==> src/rtl/mem_stage.sv <==
// Memory-access pipeline stage: byte-serial, little-endian loads and stores over a
// synchronous byte-wide port; non-memory instructions pass through in one cycle.
module mem_stage #(
    parameter int unsigned OPW  = 11,
    parameter int unsigned XLEN = 32
) (
    input  logic            clk,
    input  logic            rst,
    input  logic            in_valid,
    output logic            in_ready,
    input  logic [OPW-1:0]  opcode_in,
    input  logic [4:0]      Rd_in,
    input  logic [XLEN-1:0] alu_result_in,
    input  logic [XLEN-1:0] store_data_in,
    output logic [XLEN-1:0] mem_addr,
    output logic            mem_wr,
    output logic [7:0]      mem_dout,
    input  logic [7:0]      mem_din,
    output logic            out_valid,
    output logic [OPW-1:0]  opcode_out,
    output logic [4:0]      Rd_out,
    output logic [XLEN-1:0] data_out,
    output logic            busy
);

    localparam logic [6:0] OpLoad  = 7'b0000011;
    localparam logic [6:0] OpStore = 7'b0100011;

    typedef enum logic [1:0] {StIdle, StAccess, StLast} state_t;

    state_t          state_q, state_d;
    logic [1:0]      k_q;        // index of the byte being issued this cycle
    logic [1:0]      last_q;     // N-1
    logic            is_store_q;
    logic            signed_q;
    logic [OPW-1:0]  op_q;
    logic [4:0]      rd_q;
    logic [XLEN-1:0] sdata_q;    // remaining store bytes, next one in [7:0]
    logic [XLEN-1:0] asm_q;      // load bytes captured so far

    logic            is_load, is_store, is_mem;
    logic [2:0]      funct3;
    logic [1:0]      last_in;
    logic [1:0]      prev_idx;
    logic [XLEN-1:0] raw;
    logic [XLEN-1:0] ld_val;

    assign funct3   = opcode_in[9:7];
    assign is_load  = (opcode_in[6:0] == OpLoad);
    assign is_store = (opcode_in[6:0] == OpStore);
    assign is_mem   = is_load | is_store;
    assign in_ready = (state_q == StIdle);
    assign busy     = ~in_ready;
    // mem_din in an ACCESS cycle carries the byte issued one cycle earlier
    assign prev_idx = k_q - 2'd1;

    // Byte count (as N-1) from funct3; unsized encodings fall back to a word
    always_comb begin
        last_in = 2'd3;
        case (funct3)
            3'b000:  last_in = 2'd0;
            3'b001:  last_in = 2'd1;
            3'b100:  last_in = is_load ? 2'd0 : 2'd3;
            3'b101:  last_in = is_load ? 2'd1 : 2'd3;
            default: last_in = 2'd3;
        endcase
    end

    // Merge the final byte straight from mem_din and extend to XLEN
    always_comb begin
        raw = asm_q;
        raw[{last_q, 3'b000} +: 8] = mem_din;
        case (last_q)
            2'd0:    ld_val = {{(XLEN-8){signed_q & raw[7]}}, raw[7:0]};
            2'd1:    ld_val = {{(XLEN-16){signed_q & raw[15]}}, raw[15:0]};
            default: ld_val = raw;
        endcase
    end

    // FSM state register
    always_ff @(posedge clk) begin
        if (rst) state_q <= StIdle;
        else     state_q <= state_d;
    end

    // FSM next-state logic
    always_comb begin
        state_d = state_q;
        case (state_q)
            StIdle:   if (in_valid && is_mem) state_d = StAccess;
            StAccess: if (k_q == last_q) state_d = is_store_q ? StIdle : StLast;
            StLast:   state_d = StIdle;
            default:  state_d = StIdle;
        endcase
    end

    // Datapath: byte issue, load assembly and write-back registers
    always_ff @(posedge clk) begin
        if (rst) begin
            k_q        <= '0;
            last_q     <= '0;
            is_store_q <= 1'b0;
            signed_q   <= 1'b0;
            op_q       <= '0;
            rd_q       <= '0;
            sdata_q    <= '0;
            asm_q      <= '0;
            mem_addr   <= '0;
            mem_wr     <= 1'b0;
            mem_dout   <= '0;
            out_valid  <= 1'b0;
            opcode_out <= '0;
            Rd_out     <= '0;
            data_out   <= '0;
        end else begin
            out_valid <= 1'b0;
            mem_wr    <= 1'b0;
            case (state_q)
                StIdle: begin
                    if (in_valid && is_mem) begin
                        // Byte 0 goes out in the first cycle after accept
                        k_q        <= '0;
                        last_q     <= last_in;
                        is_store_q <= is_store;
                        signed_q   <= ~funct3[2];
                        op_q       <= opcode_in;
                        rd_q       <= Rd_in;
                        asm_q      <= '0;
                        sdata_q    <= store_data_in >> 8;
                        mem_addr   <= alu_result_in;
                        mem_wr     <= is_store;
                        mem_dout   <= store_data_in[7:0];
                    end else if (in_valid) begin
                        out_valid  <= 1'b1;
                        opcode_out <= opcode_in;
                        Rd_out     <= Rd_in;
                        data_out   <= alu_result_in;
                    end
                end
                StAccess: begin
                    if (k_q != 2'd0) asm_q[{prev_idx, 3'b000} +: 8] <= mem_din;
                    if (k_q == last_q) begin
                        if (is_store_q) begin
                            out_valid  <= 1'b1;
                            opcode_out <= op_q;
                            Rd_out     <= '0;
                            data_out   <= '0;
                        end
                    end else begin
                        k_q      <= k_q + 2'd1;
                        mem_addr <= mem_addr + XLEN'(1);
                        mem_wr   <= is_store_q;
                        mem_dout <= sdata_q[7:0];
                        sdata_q  <= sdata_q >> 8;
                    end
                end
                StLast: begin
                    out_valid  <= 1'b1;
                    opcode_out <= op_q;
                    Rd_out     <= rd_q;
                    data_out   <= ld_val;
                end
                default: ;
            endcase
        end
    end

endmodule

==> config.mk <==
export PLATFORM = sky130hd
export DESIGN_NAME = mem_stage
export DESIGN_NICKNAME = d
export VERILOG_FILES = /design/src/rtl/mem_stage.sv
export SDC_FILE = /design/constraint.sdc
export NUM_CORES = 1
export LEC_CHECK = 0
export CORE_MARGIN = 5
export CORE_UTILIZATION = 51
export DETAILED_ROUTE_END_ITERATION = 7
export PLACE_DENSITY = 0.91
export SYNTH_ARGS = -nofsm -noshare
export SYNTH_HDL_FRONTEND = slang
export SYNTH_SLANG_ARGS = --single-unit
==> constraint.sdc <==
create_clock -name clk -period 3.3 [get_ports clk]
set_clock_uncertainty 0.2 [all_clocks]
set_input_delay 0.66 -clock clk [delete_from_list [all_inputs] [get_ports clk]]
set_output_delay 0.66 -clock clk [all_outputs]
set_load 0.005 [all_outputs]
After elaboration in Yosys (flattened, before gate mapping)
Index checks and enable logic that the tools add are counted.
{"block": "totals", "regBits": 178, "output_inout_bits": 92, "wordCells": 106}
{"block": "classes", "add_sub_neg": 5, "n_eq_ne": 16, "n_shift": 4, "n_mux": 48, "bitwise_logic": 5, "n_reduce_logical": 12}
{"cell": "32-bit two-way mux", "n": 10}
{"cell": "32-bit one-hot mux with 2 select lines", "n": 4}
{"cell": "32-bit one-hot mux with 3 select lines", "n": 1}
{"cell": "32-bit bitwise mux", "n": 2}
{"cell": "8-bit by 7-bit variable shift with 32-bit output, first input constant", "n": 2}
{"cell": "8-bit by 7-bit variable part select with 32-bit output", "n": 2}
{"cell": "11-bit two-way mux", "n": 4}
{"cell": "11-bit one-hot mux with 3 select lines", "n": 1}
{"cell": "32-bit by 1-bit adder with 32-bit output, second input constant", "n": 1}
{"cell": "5-bit two-way mux", "n": 4}
{"cell": "8-bit two-way mux", "n": 2}
{"cell": "8-bit one-hot mux with 2 select lines", "n": 1}
{"cell": "5-bit one-hot mux with 3 select lines", "n": 1}
{"cell": "2-bit two-way mux", "n": 7}
{"cell": "5-bit negator with 7-bit output", "n": 2}
{"cell": "2-bit inequality test, second input constant", "n": 6}
{"cell": "2-bit one-hot mux with 2 select lines", "n": 2}
{"cell": "2-bit one-hot mux with 4 select lines", "n": 1}
{"cell": "7-bit by 2-bit == test with 1-bit output, second input constant", "n": 1}
{"cell": "7-bit by 6-bit == test with 1-bit output, second input constant", "n": 1}
{"cell": "3-bit == test, second input constant", "n": 2}
{"cell": "1-bit two-way mux", "n": 6}
{"cell": "3-bit AND reduction", "n": 2}
{"cell": "5-bit AND reduction", "n": 1}
{"cell": "18 further kinds", "n": 24}

Longest topological paths before layout
Gate-level depths: netlist of run 1.
{"block": "depth", "ltp_word": 6, "ltp_mapped": 10, "mapped_depth_nobuf": 7}

Worst setup path before layout of run 1
Ideal clock, no wire load.
{"block": "synth_timing", "path_kind": "register -> register", "start": "register last_q[0]", "end": "register data_out[21]", "setup_time_ps": 86, "arrival_time_ps": 2260, "setup_slack_ps": 755, "stages_incl_launch_ff": 9, "cell_sequence": "dfxtp_1 > inv_1 > ha_1 > nor3b_2 > nand3_1 > o211ai_2 > buf_2 > nand3_1 > a211oi_1"}
{"block": "synth_between", "elab_chain_len": 6}
{"item": "start: declaration", "line_no": "33", "text": "logic [1:0] last_q;"}
{"item": "start signal: assignment", "line_no": "123", "text": "last_q <= last_in;"}
{"item": "5-bit negator with 7-bit output", "line_no": "72", "text": "raw[{last_q, 3'b000} +: 8] = mem_din;"}
{"item": "8-bit by 7-bit variable part select with 32-bit output / 8-bit by 7-bit variable shift with 32-bit output (equally long branches)", "line_no": "72"}
{"item": "32-bit bitwise mux", "line_no": "72"}
{"item": "1-bit AND (on tied branches)", "line_no": "75, 74"}
{"item": "32-bit one-hot mux with 2 select lines", "line_no": "73", "text": "case (last_q)"}
{"item": "32-bit one-hot mux with 3 select lines", "line_no": "118", "text": "case (state_q)"}
{"item": "end signal: assignment", "line_no": "137", "text": "data_out <= alu_result_in;"}
{"item": "end signal: assignment", "line_no": "161", "text": "data_out <= ld_val;"}
{"item": "end: declaration", "line_no": "22", "text": "output logic [XLEN-1:0] data_out,"}
Several ways; a longest one is shown, not always the timed one.
A chain may end at the register's enable or synchronous reset.

Worst setup path after layout of run 1
{"block": "layout_timing", "start": "register state_q[0]", "end": "output busy"}
{"block": "layout_between", "elab_chain_len": 2}
{"item": "start: declaration", "line_no": "31", "text": "state_t state_q, state_d;"}
{"item": "start signal: assignment", "line_no": "82", "text": "if (rst) state_q <= StIdle;"}
{"item": "start signal: assignment", "line_no": "83", "text": "else state_q <= state_d;"}
{"item": "2-bit zero test", "line_no": "52", "text": "assign in_ready = (state_q == StIdle);"}
{"item": "1-bit inverter", "line_no": "53", "text": "assign busy = ~in_ready;"}
{"item": "end: declaration", "line_no": "23", "text": "output logic busy"}
No other way between the ends.

==> load_flow_metrics.sql, run 1 <==
INSERT INTO impl_metrics (metric_group, metric, value, unit) VALUES
('detailed_routing', 'routed-via-count', '8667', ''),
('synthesis', 'asyncSetResetFlopFracSynth', '0', '%'),
('synthesis', 'synthDominantAreaCellType', 'sky130_fd_sc_hd__dfxtp_1', ''),
('die', 'floorplan_core_area', '15900', 'sq um'),
('placement', 'gp_routability_congestion', '0.952', ''),
('clock_network', 'cts.root.buffer_cell', 'sky130_fd_sc_hd__clkbuf_16', ''),
('cells_and_area', 'layout.nets', '1266', ''),
('clock_network', 'clk-insertion-delay-late', '0.43', 'ns'),
('setup_path', 'crit_type', 'reg2out', ''),
('clock_network', 'postCtsResizedCells', '0', ''),
('synthesis', 'register_bit_count_reported_by_yosys', '170', ''),
('synthesis', 'synth.top_cells.by_area', 'sky130_fd_sc_hd__dfxtp_1 (41%), sky130_fd_sc_hd__a211oi_1 (6.0%), sky130_fd_sc_hd__a21oi_1 (5.6%)', ''),
('cells_and_area', 'drive_above_1_share', '6.31', '%'),
('sta', 'maxClockFrequency', '331', 'MHz'),
('global_route', 'grt_first_pass_wirelength', '42300', 'um'),
('sta', 'finalSetupViolations', '0', ''),
('setup_path', 'cp-start-kind', 'flip-flop', ''),
('sta', 'timing_hold_violations_final', '0', ''),
('sta', 'period_share', '91.6', '%'),
('synthesis', 'yosys.cell_count.top_type', 'sky130_fd_sc_hd__dfxtp_1', ''),
('synthesis', 'synthesis.yosys.warnings', '0', ''),
('synthesis', 'post_synth.cell_area_avg', '8.21', 'sq um'),
('detailed_routing', 'wirelength_met1', '10600', 'um'),
('pwr', 'p_leak', '3.67', 'nW'),
('synthesis', 'synthesis.nets', '1113', ''),
('clock_network', 'cts_buf_count', '17', ''),
('clock_network', 'h-tree-depth', '4', ''),
('sta', 'post_route_worst_setup_slack', '0.276', 'ns'),
('setup_path', 'largest_fanout_of_any_net_on_the_critical_path', '13', ''),
('sta', 'slew_at_the_pin_closest_to_its_max_slew_limit', '0.775', 'ns'),
('flow_run', 'max_cap_viols', '0', ''),
('global_route', 'grt_pass1_vias', '7990', ''),
('synthesis', 'postSynth.topFlopCell', 'sky130_fd_sc_hd__dfxtp_1', ''),
('global_route', 'grtUsageTotal', '28.4', '%'),
('die', 'width_of_the_die', '137', 'um'),
('clock_network', 'clk_pin_slew_worst_paths', '0.06', 'ns'),
('synthesis', 'synth_top_area_share', '41.1', '%'),
('detailed_routing', 'wl_per_cell', '19.7', 'um'),
('cells_and_area', 'fin_util', '68.5', '%'),
('sta', 'final.setup.tns', '0', 'ns'),
('synthesis', 'yosys-top-cells-count', 'sky130_fd_sc_hd__dfxtp_1 (170), sky130_fd_sc_hd__nor2_1 (114), sky130_fd_sc_hd__a21oi_1 (92), sky130_fd_sc_hd__nand2_1 (90), sky130_fd_sc_hd__a211oi_1 (66)', ''),
('die', 'rows', '46', ''),
('clock_network', 'clock-sinks', '170', ''),
('die', 'die_height', '137', 'um'),
('detailed_routing', 'ant_nets', '0', ''),
('die', 'die_area', '18900', 'sq um'),
('global_route', 'grt_start_max_net_pins', '67', ''),
('synthesis', 'postSynthCellCount', '1008', ''),
('placement', 'detailedPlacementHpwl', '19600', 'um'),
('synthesis', 'number_of_synthesized_flops_with_an_enable_pin', '0', ''),
('setup_path', 'arrival_time_worst_endpoint', '2.16', 'ns'),
('cells_and_area', 'inserted_diodes', '0', ''),
('sta', 'max-slew-margin-rel', '47.9', '%'),
('synthesis', 'synth.lib_cells_used.distinct', '63', ''),
('sta', 'grt_setup_unrepaired', 'false', ''),
('clock_network', 'postCtsHoldBufs', '0', ''),
('detailed_routing', 'avgViaCountPerCell', '6.24', ''),
('detailed_routing', 'first_iter_violations', '1105', ''),
('global_route', 'antenna_violations_before_repair', '0', ''),
('setup_path', 'required', '2.44', 'ns'),
('detailed_routing', 'met3_length', '2810', 'um'),
('global_route', 'grt_remaining_overflow', '0', ''),
('detailed_routing', 'drt_first_pass_iters', '7', ''),
('synthesis', 'post_synthesis_cell_area', '8280', 'sq um'),
('die', 'initial_utilization', '52.1', '%'),
('hold_path', 'hp-class', 'reg2reg', ''),
('status', 'outcome', 'finished, final reports clean', ''),
('clock_network', 'clock_path_buffers', '2', ''),
('clock_network', 'tritoncts_clock_tree', 'done', ''),
('cells_and_area', 'final_cell_area', '10900', 'sq um'),
('setup_path', 'timing.critical_path.to_type', 'primary output', '');
-- registers in the layout, summed over array words and instances, names as in the netlist, 5 cells and up --
register,cells
mem_addr,32
op_q,11
opcode_out,11
sdata_q,24
mem_dout,8
Rd_out,5
rd_q,5
data_out,32
asm_q,32
-- layer usage --
layer	vias to the layer above	GRT usage (%)
met5	-	0
met4	0	14.6
met3	109	5.66
met2	532	45.1
met1	4008	36.6
li1	4018	-
-- power by group --
part | switching [mW] | internal [mW]
combinational | 0.224 | 0.258
sequential | 0.0400 | 2.11
clock | 0.829 | 1.13
total | 1.09 | 3.49
-- metrics by stage --
step	instances	hold WS, ns	power, mW
finish	1389	0.257	4.59
detailed placement	1358	0.245	2.67
global placement	1358	0.233	2.66
CTS	1389	0.254	4.59
floorplan	1008	0.227	2.36
global route	1389	0.271	4.71
-- placed cells by master, fill, tap and decap left out, types with 3 or more instances in the layout --
cell	instances
sky130_fd_sc_hd__a211oi_1	66
sky130_fd_sc_hd__a21o_1	5
sky130_fd_sc_hd__a21oi_1	92
sky130_fd_sc_hd__a221o_1	16
sky130_fd_sc_hd__a221oi_1	16
sky130_fd_sc_hd__a22o_1	5
sky130_fd_sc_hd__a22oi_1	20
sky130_fd_sc_hd__a311oi_1	7
sky130_fd_sc_hd__a31oi_1	7
sky130_fd_sc_hd__and2_1	12
sky130_fd_sc_hd__and3_1	8
sky130_fd_sc_hd__and4_1	6
sky130_fd_sc_hd__buf_12	3
sky130_fd_sc_hd__buf_4	28
sky130_fd_sc_hd__clkbuf_16	17
sky130_fd_sc_hd__clkdlybuf4s50_1	181
sky130_fd_sc_hd__clkinv_2	3
sky130_fd_sc_hd__clkinvlp_4	4
sky130_fd_sc_hd__dfxtp_1	170
sky130_fd_sc_hd__ha_1	13
sky130_fd_sc_hd__inv_1	20
sky130_fd_sc_hd__mux2i_1	40
sky130_fd_sc_hd__nand2_1	90
sky130_fd_sc_hd__nand2b_1	4
sky130_fd_sc_hd__nand3_1	62
sky130_fd_sc_hd__nand4_1	10
sky130_fd_sc_hd__nand4b_1	3
sky130_fd_sc_hd__nor2_1	114
sky130_fd_sc_hd__nor2b_1	15
sky130_fd_sc_hd__nor3_1	27
sky130_fd_sc_hd__nor3b_1	5
sky130_fd_sc_hd__nor4_1	5
sky130_fd_sc_hd__o21ai_0	42
sky130_fd_sc_hd__o22ai_1	7
sky130_fd_sc_hd__o32ai_1	4
sky130_fd_sc_hd__or2_2	3
-- logic make-up after synthesis --
kind of cell	share of synthesized area [%]
AO/OA/AOI/OAI	24.6
XOR/XNOR	0.302
adder cells (fa/ha/maj)	2.12
buffers and inverters	4.99
flip-flops	41.1
multiplexers	4.84
AND/OR/NAND/NOR	22.1
-- critical path, cell delays in order, from the launching register on --
cell                              delay (ns)
sky130_fd_sc_hd__dfxtp_1                0.44
sky130_fd_sc_hd__inv_1                  0.09
sky130_fd_sc_hd__ha_1                   0.39
sky130_fd_sc_hd__inv_1                  0.24
sky130_fd_sc_hd__clkdlybuf4s50_1        0.57
-- path summary, 6_finish.rpt --
kind	start	end	slack [ns]	depth (start not counted)
setup / recovery	state_q[0]	busy	0.28	4
hold / removal	asm_q[1]	asm_q[1]	0.26	2
setup reg to reg	state_q[0]	Rd_out[1]	0.60	8
hold reg to reg	asm_q[1]	asm_q[1]	0.26	2
-- cell type report --
cell class	instances	area, sq um	share of cell area (%)
timing repair buffer	212	2080	19.1
clock inverter	11	123	1.13
multi-input combinational	737	4480	41.1
sequential	170	3400	31.3
tap	216	270	2.48
clock buffer	20	447	4.10
inverter	23	86.3	0.793
No activity file was read; power rests on OpenSTA's default activity.
==> inputs of run 2 (changes only) <==
CAP_MARGIN = 20   (was unset)
clock period = 3.15 ns   (was 3.3 ns; I/O delays follow)
==> load_flow_metrics.sql, run 2 (same netlist as run 1, synthesis figures left out) <==
INSERT INTO impl_metrics (metric_group, metric, value, unit) VALUES
('setup_path', 'r2r-end', 'data_out[18]', ''),
('cells_and_area', 'layout.nets', '1271', ''),
('cells_and_area', 'layout.area.seq', '3400', 'sq um'),
('placement', 'port-buffer-count', '182', ''),
('pwr', 'ir_worst_vdd', '405', 'uV'),
('global_route', 'antenna_violations_before_repair', '0', ''),
('setup_path', 'critical-path-top-cell-by-count', 'sky130_fd_sc_hd__inv_1', ''),
('global_route', 'grt_pass1_vias', '8011', ''),
('die', 'initial_utilization', '52.1', '%'),
('placement', 'detailedPlacementHpwl', '19300', 'um'),
('clock_network', 'tritoncts_clock_tree', 'done', ''),
('global_route', 'grt_remaining_overflow', '0', ''),
('clock_network', 'clk_pin_slew_worst_paths', '0.07', 'ns'),
('cells_and_area', 'final_cell_mix', 'sky130_fd_sc_hd__clkdlybuf4s50_1 (181), sky130_fd_sc_hd__dfxtp_1 (170), sky130_fd_sc_hd__nor2_1 (114), sky130_fd_sc_hd__a21oi_1 (92), sky130_fd_sc_hd__nand2_1 (90)', ''),
('sta', 'finalSetupViolations', '0', ''),
('setup_path', 'critPathMaxStageDelay', '0.58', 'ns'),
('detailed_routing', 'route.final.wire_length', '27200', 'um'),
('die', 'die_height', '137', 'um'),
('cells_and_area', 'mostFrequentLayoutCell', 'sky130_fd_sc_hd__clkdlybuf4s50_1', ''),
('detailed_routing', 'avgViaCountPerCell', '6.25', ''),
('global_route', 'grtUsageTotal', '28.5', '%'),
('hold_path', 'hp-class', 'reg2reg', ''),
('clock_network', 'h-tree-depth', '4', ''),
('setup_path', 'required', '2.32', 'ns'),
('status', 'outcome', 'finished, final reports clean', ''),
('detailed_routing', 'drt_first_pass_iters', '6', ''),
('sta', 'final.setup.tns', '0', 'ns'),
('setup_path', 'critical-path-slowest-cell', 'sky130_fd_sc_hd__clkdlybuf4s50_1', ''),
('pwr', 'fin_total_pwr', '4.99', 'mW'),
('setup_path', 'cp-start-kind', 'flip-flop', ''),
('sta', 'period_share', '90.9', '%'),
('clock_network', 'postCtsHoldBufs', '0', ''),
('die', 'die_area', '18900', 'sq um'),
('sta', 'timing_hold_violations_final', '0', ''),
('clock_network', 'clock-sinks', '170', ''),
('sta', 'slew_at_the_pin_closest_to_its_max_slew_limit', '0.653', 'ns'),
('setup_path', 'cp.depth', '4', ''),
('placement', 'gp_routability_congestion', '0.977', ''),
('global_route', 'grt_start_max_net_pins', '78', ''),
('setup_path', 'endpoint', 'busy', ''),
('clock_network', 'clock_path_buffers', '2', ''),
('die', 'width_of_the_die', '137', 'um'),
('setup_path', 'cpLargestDelayFamily', 'buffers and inverters', ''),
('cells_and_area', 'area_growth_syn_to_layout', '32.8', '%'),
('setup_path', 'largest_fanout_of_any_net_on_the_critical_path', '13', ''),
('setup_path', 'crit_type', 'reg2out', ''),
('cells_and_area', 'inserted_diodes', '0', ''),
('setup_path', 'crit_start', 'state_q[1]', ''),
('cells_and_area', 'drive_above_1_share', '6.96', '%'),
('cells_and_area', 'fillers', '1195', ''),
('setup_path', 'reg2reg_slack', '0.50', 'ns'),
('pwr', 'p_leak', '3.72', 'nW'),
('sta', 'max-slew-margin-rel', '56.4', '%'),
('setup_path', 'cp_cell_sequence', 'inv_1 > ha_2 > inv_1 > clkdlybuf4s50_1', ''),
('detailed_routing', 'route.detailed.drc', '0', ''),
('setup_path', 'r2r_cells', '8', ''),
('clock_network', 'clk-insertion-delay-late', '0.44', 'ns'),
('cells_and_area', 'area_of_the_multi_input_gates', '4480', 'sq um'),
('sta', 'grt_setup_unrepaired', 'false', ''),
('setup_path', 'timing.critical_path.to_type', 'primary output', ''),
('die', 'floorplan_core_area', '15900', 'sq um'),
('setup_path', 'path_buf_inv', '3', ''),
('die', 'floorplan.io_pins', '183', ''),
('die', 'rows', '46', ''),
('cells_and_area', 'fin_util', '69.2', '%'),
('clock_network', 'cts_buf_count', '17', ''),
('global_route', 'grt_first_pass_wirelength', '42200', 'um'),
('detailed_routing', 'wl_per_cell', '19.5', 'um'),
('sta', 'slew_viol_final', '0', ''),
('detailed_routing', 'routed-via-count', '8713', ''),
('clock_network', 'cts.root.buffer_cell', 'sky130_fd_sc_hd__clkbuf_16', ''),
('detailed_routing', 'first_iter_violations', '941', ''),
('setup_path', 'worstReg2RegStart', 'last_q[0]', ''),
('pwr', 'power_density', '454', 'nW/um^2'),
('sta', 'post-route-min-period', '2.86', 'ns'),
('sta', 'maxClockFrequency', '349', 'MHz'),
('detailed_routing', 'ant_nets', '0', ''),
('setup_path', 'arrival_time_worst_endpoint', '2.03', 'ns'),
('flow_run', 'max_cap_viols', '0', ''),
('cells_and_area', 'biggestRegsByFlops', 'asm_q (32), data_out (32), mem_addr (32)', '');
==> run 2: cell count changes in the layout (fill, tap and decap cells not counted) <==
cell and change:
sky130_fd_sc_hd__buf_12 +1, sky130_fd_sc_hd__buf_4 +4, sky130_fd_sc_hd__bufinv_16 +2, sky130_fd_sc_hd__clkbuf_1 -1, sky130_fd_sc_hd__clkbuf_8 -1, sky130_fd_sc_hd__clkinv_4 -1, sky130_fd_sc_hd__ha_1 -1, sky130_fd_sc_hd__ha_2 +1
sky130_fd_sc_hd__inv_6 +1, sky130_fd_sc_hd__inv_8 +1
==> run 2: layout make-up <==
class                   count  share of cell area [%]
clock buffers              18                    3.90
multi-input cells         737                    40.7
clock inverters            14                    1.76
repair buffers            217                    19.4
flip-flops and latches    170                    31.0
well taps                 216                    2.46
inverters                  23                   0.785
==> run 2: metal layers <==
layer  vias to the layer above  track usage [%]  routed length [um]
met5                         -                0                   0
met4                         0             14.4                1410
met3                       105             6.68                2800
met2                       519             44.4               12500
met1                      4049             36.8               10400
li1                       4040                -                   -
==> run 2: stage by stage <==
step | std cells | setup slack (ns) | cell area (sq um) | hold WS (ns)
6_report | 1395 | 0.288 | 11000 | 0.249
5_1_grt | 1395 | 0.171 | 11000 | 0.270
4_1_cts | 1395 | 0.144 | 11000 | 0.247
3_5_place_dp | 1363 | 0.184 | 10400 | 0.239
3_3_place_gp | 1363 | 0.294 | 10400 | 0.234
2_1_floorplan | 1008 | 0.605 | 8280 | 0.227
==> run 2: worst min-delay path by stage <==
| stage | start | endpoint | slack [ns] | depth (start not counted) |
|---|---|---|---|---|
| 6_report | asm_q[11] | asm_q[11] | 0.25 | 2 |
| 5_1_grt | asm_q[8] | asm_q[8] | 0.27 | 2 |
| 4_1_cts | asm_q[11] | asm_q[11] | 0.25 | 2 |
| 3_5_place_dp | asm_q[11] | asm_q[11] | 0.24 | 2 |
| 3_3_place_gp | asm_q[13] | asm_q[13] | 0.23 | 2 |
| 2_1_floorplan | asm_q[10] | asm_q[10] | 0.23 | 2 |
==> run 2: power by group <==
part           switching, mW  internal (mW)
Sequential            0.0417           2.21
Clock                  0.899           1.33
Combinational          0.234          0.273
==> run 2: worst reg2reg max path: cells and delay by family, from the launching register on <==
family	cells	cell delay, ns
AND/OR/NAND/NOR	3	0.73
adder cells (fa/ha/maj)	1	0.46
AO/OA/AOI/OAI	2	0.41
flip-flops	1	0.39
buffers and inverters	2	0.37
==> run 2: what timing repair did <==
item,CTS,global route
hold endpoints to repair,0,0
gates resized for setup,0,1
setup endpoints to repair,0,1
buffers inserted,0,0
==> inputs of run 3 (changes only) <==
ABC_AREA = 1   (was unset)
CORE_UTILIZATION = 52   (was 51)
==> load_flow_metrics.sql, run 3 <==
INSERT INTO impl_metrics (metric_group, metric, value, unit) VALUES
('detailed_routing', 'wl_per_cell', '17.4', 'um'),
('cells_and_area', 'area_growth_syn_to_layout', '29.1', '%'),
('sta', 'final.setup.tns', '0', 'ns'),
('hold_path', 'hp-class', 'reg2reg', ''),
('setup_path', 'arrival_time_worst_endpoint', '1.90', 'ns'),
('detailed_routing', 'avgViaCountPerCell', '5.68', ''),
('synthesis', 'synthesis.nets', '1422', ''),
('global_route', 'grt_first_pass_wirelength', '46000', 'um'),
('clock_network', 'tritoncts_clock_tree', 'done', ''),
('synthesis', 'postSynthCellCount', '1317', ''),
('setup_path', 'reg2reg_slack', '0.51', 'ns'),
('clock_network', 'clock-sinks', '170', ''),
('pwr', 'ir_worst_vdd', '412', 'uV'),
('sta', 'grt_setup_unrepaired', 'false', ''),
('global_route', 'grt_remaining_overflow', '0', ''),
('synthesis', 'part_of_the_yosys_area_used_for_sequential_elements', '38.4', '%'),
('hold_path', 'timing.hold.worst.start', 'op_q[3]', ''),
('setup_path', 'crit_type', 'reg2out', ''),
('detailed_routing', 'route.detailed.drc', '0', ''),
('synthesis', 'synthDominantAreaCellType', 'sky130_fd_sc_hd__dfxtp_1', ''),
('die', 'floorplan.io_pins', '183', ''),
('clock_network', 'clk_pin_slew_worst_paths', '0.08', 'ns'),
('status', 'outcome', 'finished, final reports clean', ''),
('pwr', 'p_leak', '4.17', 'nW'),
('clock_network', 'postCtsHoldBufs', '0', ''),
('cells_and_area', 'layout.nets', '1572', ''),
('cells_and_area', 'fillers', '1397', ''),
('sta', 'timing_hold_violations_final', '0', ''),
('clock_network', 'h-tree-depth', '4', ''),
('cells_and_area', 'area_of_the_multi_input_gates', '4700', 'sq um'),
('die', 'rows', '47', ''),
('clock_network', 'postCtsSetupRepairBufs', '0', ''),
('synthesis', 'register_bit_count_reported_by_yosys', '170', ''),
('synthesis', 'yosys.cell_count.top_type', 'sky130_fd_sc_hd__nand2_1', ''),
('die', 'floorplan_core_area', '16600', 'sq um'),
('cells_and_area', 'drive_above_1_share', '5.74', '%'),
('flow_run', 'max_cap_viols', '0', ''),
('setup_path', 'r2r-end', 'mem_addr[11]', ''),
('synthesis', 'synth_top_area_share', '38.4', '%'),
('global_route', 'antenna_violations_before_repair', '0', ''),
('setup_path', 'largest_fanout_of_any_net_on_the_critical_path', '8', ''),
('synthesis', 'asyncSetResetFlopFracSynth', '0', '%'),
('global_route', 'grt_start_max_net_pins', '89', ''),
('synthesis', 'post_synthesis_cell_area', '8870', 'sq um'),
('cells_and_area', 'biggestRegsByFlops', 'asm_q (32), data_out (32), mem_addr (32)', ''),
('die', 'die_height', '141', 'um'),
('hold_path', 'worstHoldPathCells', '2', ''),
('global_route', 'grtUsageTotal', '28.7', '%'),
('synthesis', 'synth.top_cells.by_area', 'sky130_fd_sc_hd__dfxtp_1 (38%), sky130_fd_sc_hd__nand2_1 (13%), sky130_fd_sc_hd__a21oi_1 (10%)', ''),
('detailed_routing', 'route.final.wire_length', '29600', 'um'),
('setup_path', 'r2r_cells', '10', ''),
('setup_path', 'cp-start-kind', 'flip-flop', ''),
('synthesis', 'post_synth.cell_area_avg', '6.73', 'sq um'),
('die', 'width_of_the_die', '141', 'um'),
('cells_and_area', 'final_cell_mix', 'sky130_fd_sc_hd__nand2_1 (304), sky130_fd_sc_hd__clkdlybuf4s50_1 (181), sky130_fd_sc_hd__a21oi_1 (178), sky130_fd_sc_hd__dfxtp_1 (170), sky130_fd_sc_hd__nor2_1 (146)', ''),
('synthesis', 'synth.lib_cells_used.distinct', '41', ''),
('sta', 'post-route-min-period', '2.73', 'ns'),
('detailed_routing', 'first_iter_violations', '1035', ''),
('cells_and_area', 'inserted_diodes', '0', ''),
('setup_path', 'worstReg2RegStart', 'state_q[0]', ''),
('detailed_routing', 'drt_first_pass_iters', '6', ''),
('cells_and_area', 'mostFrequentLayoutCell', 'sky130_fd_sc_hd__nand2_1', ''),
('sta', 'fin_hold_ws', '0.244', 'ns'),
('die', 'initial_utilization', '53.3', '%'),
('sta', 'finalSetupViolations', '0', ''),
('setup_path', 'required', '2.32', 'ns'),
('sta', 'period_share', '86.8', '%'),
('hold_path', 'worstHoldEndpoint', 'op_q[3]', ''),
('synthesis', 'postSynth.topFlopCell', 'sky130_fd_sc_hd__dfxtp_1', ''),
('sta', 'maxClockFrequency', '366', 'MHz'),
('clock_network', 'cts_buf_count', '17', ''),
('synthesis', 'yosys-top-cells-count', 'sky130_fd_sc_hd__nand2_1 (304), sky130_fd_sc_hd__a21oi_1 (178), sky130_fd_sc_hd__dfxtp_1 (170), sky130_fd_sc_hd__nor2_1 (146), sky130_fd_sc_hd__o21ai_0 (132)', ''),
('sta', 'slew_at_the_pin_closest_to_its_max_slew_limit', '0.894', 'ns'),
('global_route', 'grt_pass1_vias', '8879', ''),
('placement', 'port-buffer-count', '182', ''),
('clock_network', 'postCtsResizedCells', '0', ''),
('clock_network', 'clock_path_buffers', '2', ''),
('detailed_routing', 'ant_nets', '0', ''),
('die', 'die_area', '19800', 'sq um'),
('sta', 'slew_viol_final', '0', ''),
('synthesis', 'synthesis.yosys.warnings', '0', ''),
('placement', 'detailedPlacementHpwl', '21000', 'um'),
('placement', 'gp_routability_congestion', '0.977', ''),
('detailed_routing', 'routed-via-count', '9651', ''),
('pwr', 'power_density', '442', 'nW/um^2'),
('clock_network', 'cts.root.buffer_cell', 'sky130_fd_sc_hd__clkbuf_16', ''),
('setup_path', 'timing.critical_path.to_type', 'primary output', ''),
('clock_network', 'clk-insertion-delay-late', '0.45', 'ns'),
('cells_and_area', 'layout.area.seq', '3400', 'sq um'),
('sta', 'max-slew-margin-rel', '40.4', '%'),
('synthesis', 'number_of_synthesized_flops_with_an_enable_pin', '0', '');
-- run 3: critical path: stages, from the launching register on --
cell and delay (ns):
sky130_fd_sc_hd__dfxtp_1 0.35, sky130_fd_sc_hd__inv_1 0.12, sky130_fd_sc_hd__ha_1 0.41, sky130_fd_sc_hd__clkdlybuf4s50_1 0.58
-- run 3: per-layer routing --
layer | vias to the layer above | wire [um] | track usage, %
met1 | 4380 | 11700 | 37.2
met3 | 86 | 2800 | 5.96
met5 | - | 0 | 0
met2 | 513 | 13900 | 46.4
li1 | 4672 | - | -
met4 | 0 | 1210 | 12.6
-- run 3: layout make-up --
cell class / instances / area share (%)
multi-input combinational: 961 / 41.1
timing repair buffer: 205 / 17.8
clock inverter: 15 / 1.56
inverter: 112 / 3.67
tap: 220 / 2.41
sequential: 170 / 29.7
clock buffer: 17 / 3.72
-- run 3: worst max-delay path by stage --
stage | from | to | cells after the start
2_1_floorplan | last_q[0] | data_out[22] | 9
3_3_place_gp | opcode_in[2] | asm_q[26] | 9
3_5_place_dp | opcode_in[2] | data_out[16] | 9
4_1_cts | state_q[0] | busy | 4
5_1_grt | state_q[0] | busy | 4
6_report | state_q[0] | in_ready | 3
-- run 3: metrics by stage --
stage	util [%]	area [sq um]	setup WS (ns)	std cells	total power, mW
detailed placement	65.1	10800	0.410	1668	2.98
global placement	65.1	10800	0.486	1668	2.96
finish	68.8	11400	0.416	1700	5.06
CTS	68.8	11400	0.402	1700	5.05
floorplan	-	8870	0.882	1317	2.61
global route	68.8	11400	0.283	1700	5.22
-- run 3: power by group --
part	total, mW	switching (mW)	leakage (nW)	internal [mW]
Combinational	0.645	0.321	2.50	0.324
Clock	2.12	1.05	0.291	1.07
Sequential	2.30	0.0607	1.38	2.24
-- run 3: kinds of logic after synthesis --
group                    share of synthesized area (%)
multiplexers                                      2.71
XOR/XNOR                                         0.282
AND/OR/NAND/NOR                                   27.8
AO/OA/AOI/OAI                                     20.1
adder cells (fa/ha/maj)                           1.98
buffers and inverters                             8.78
flip-flops                                        38.4
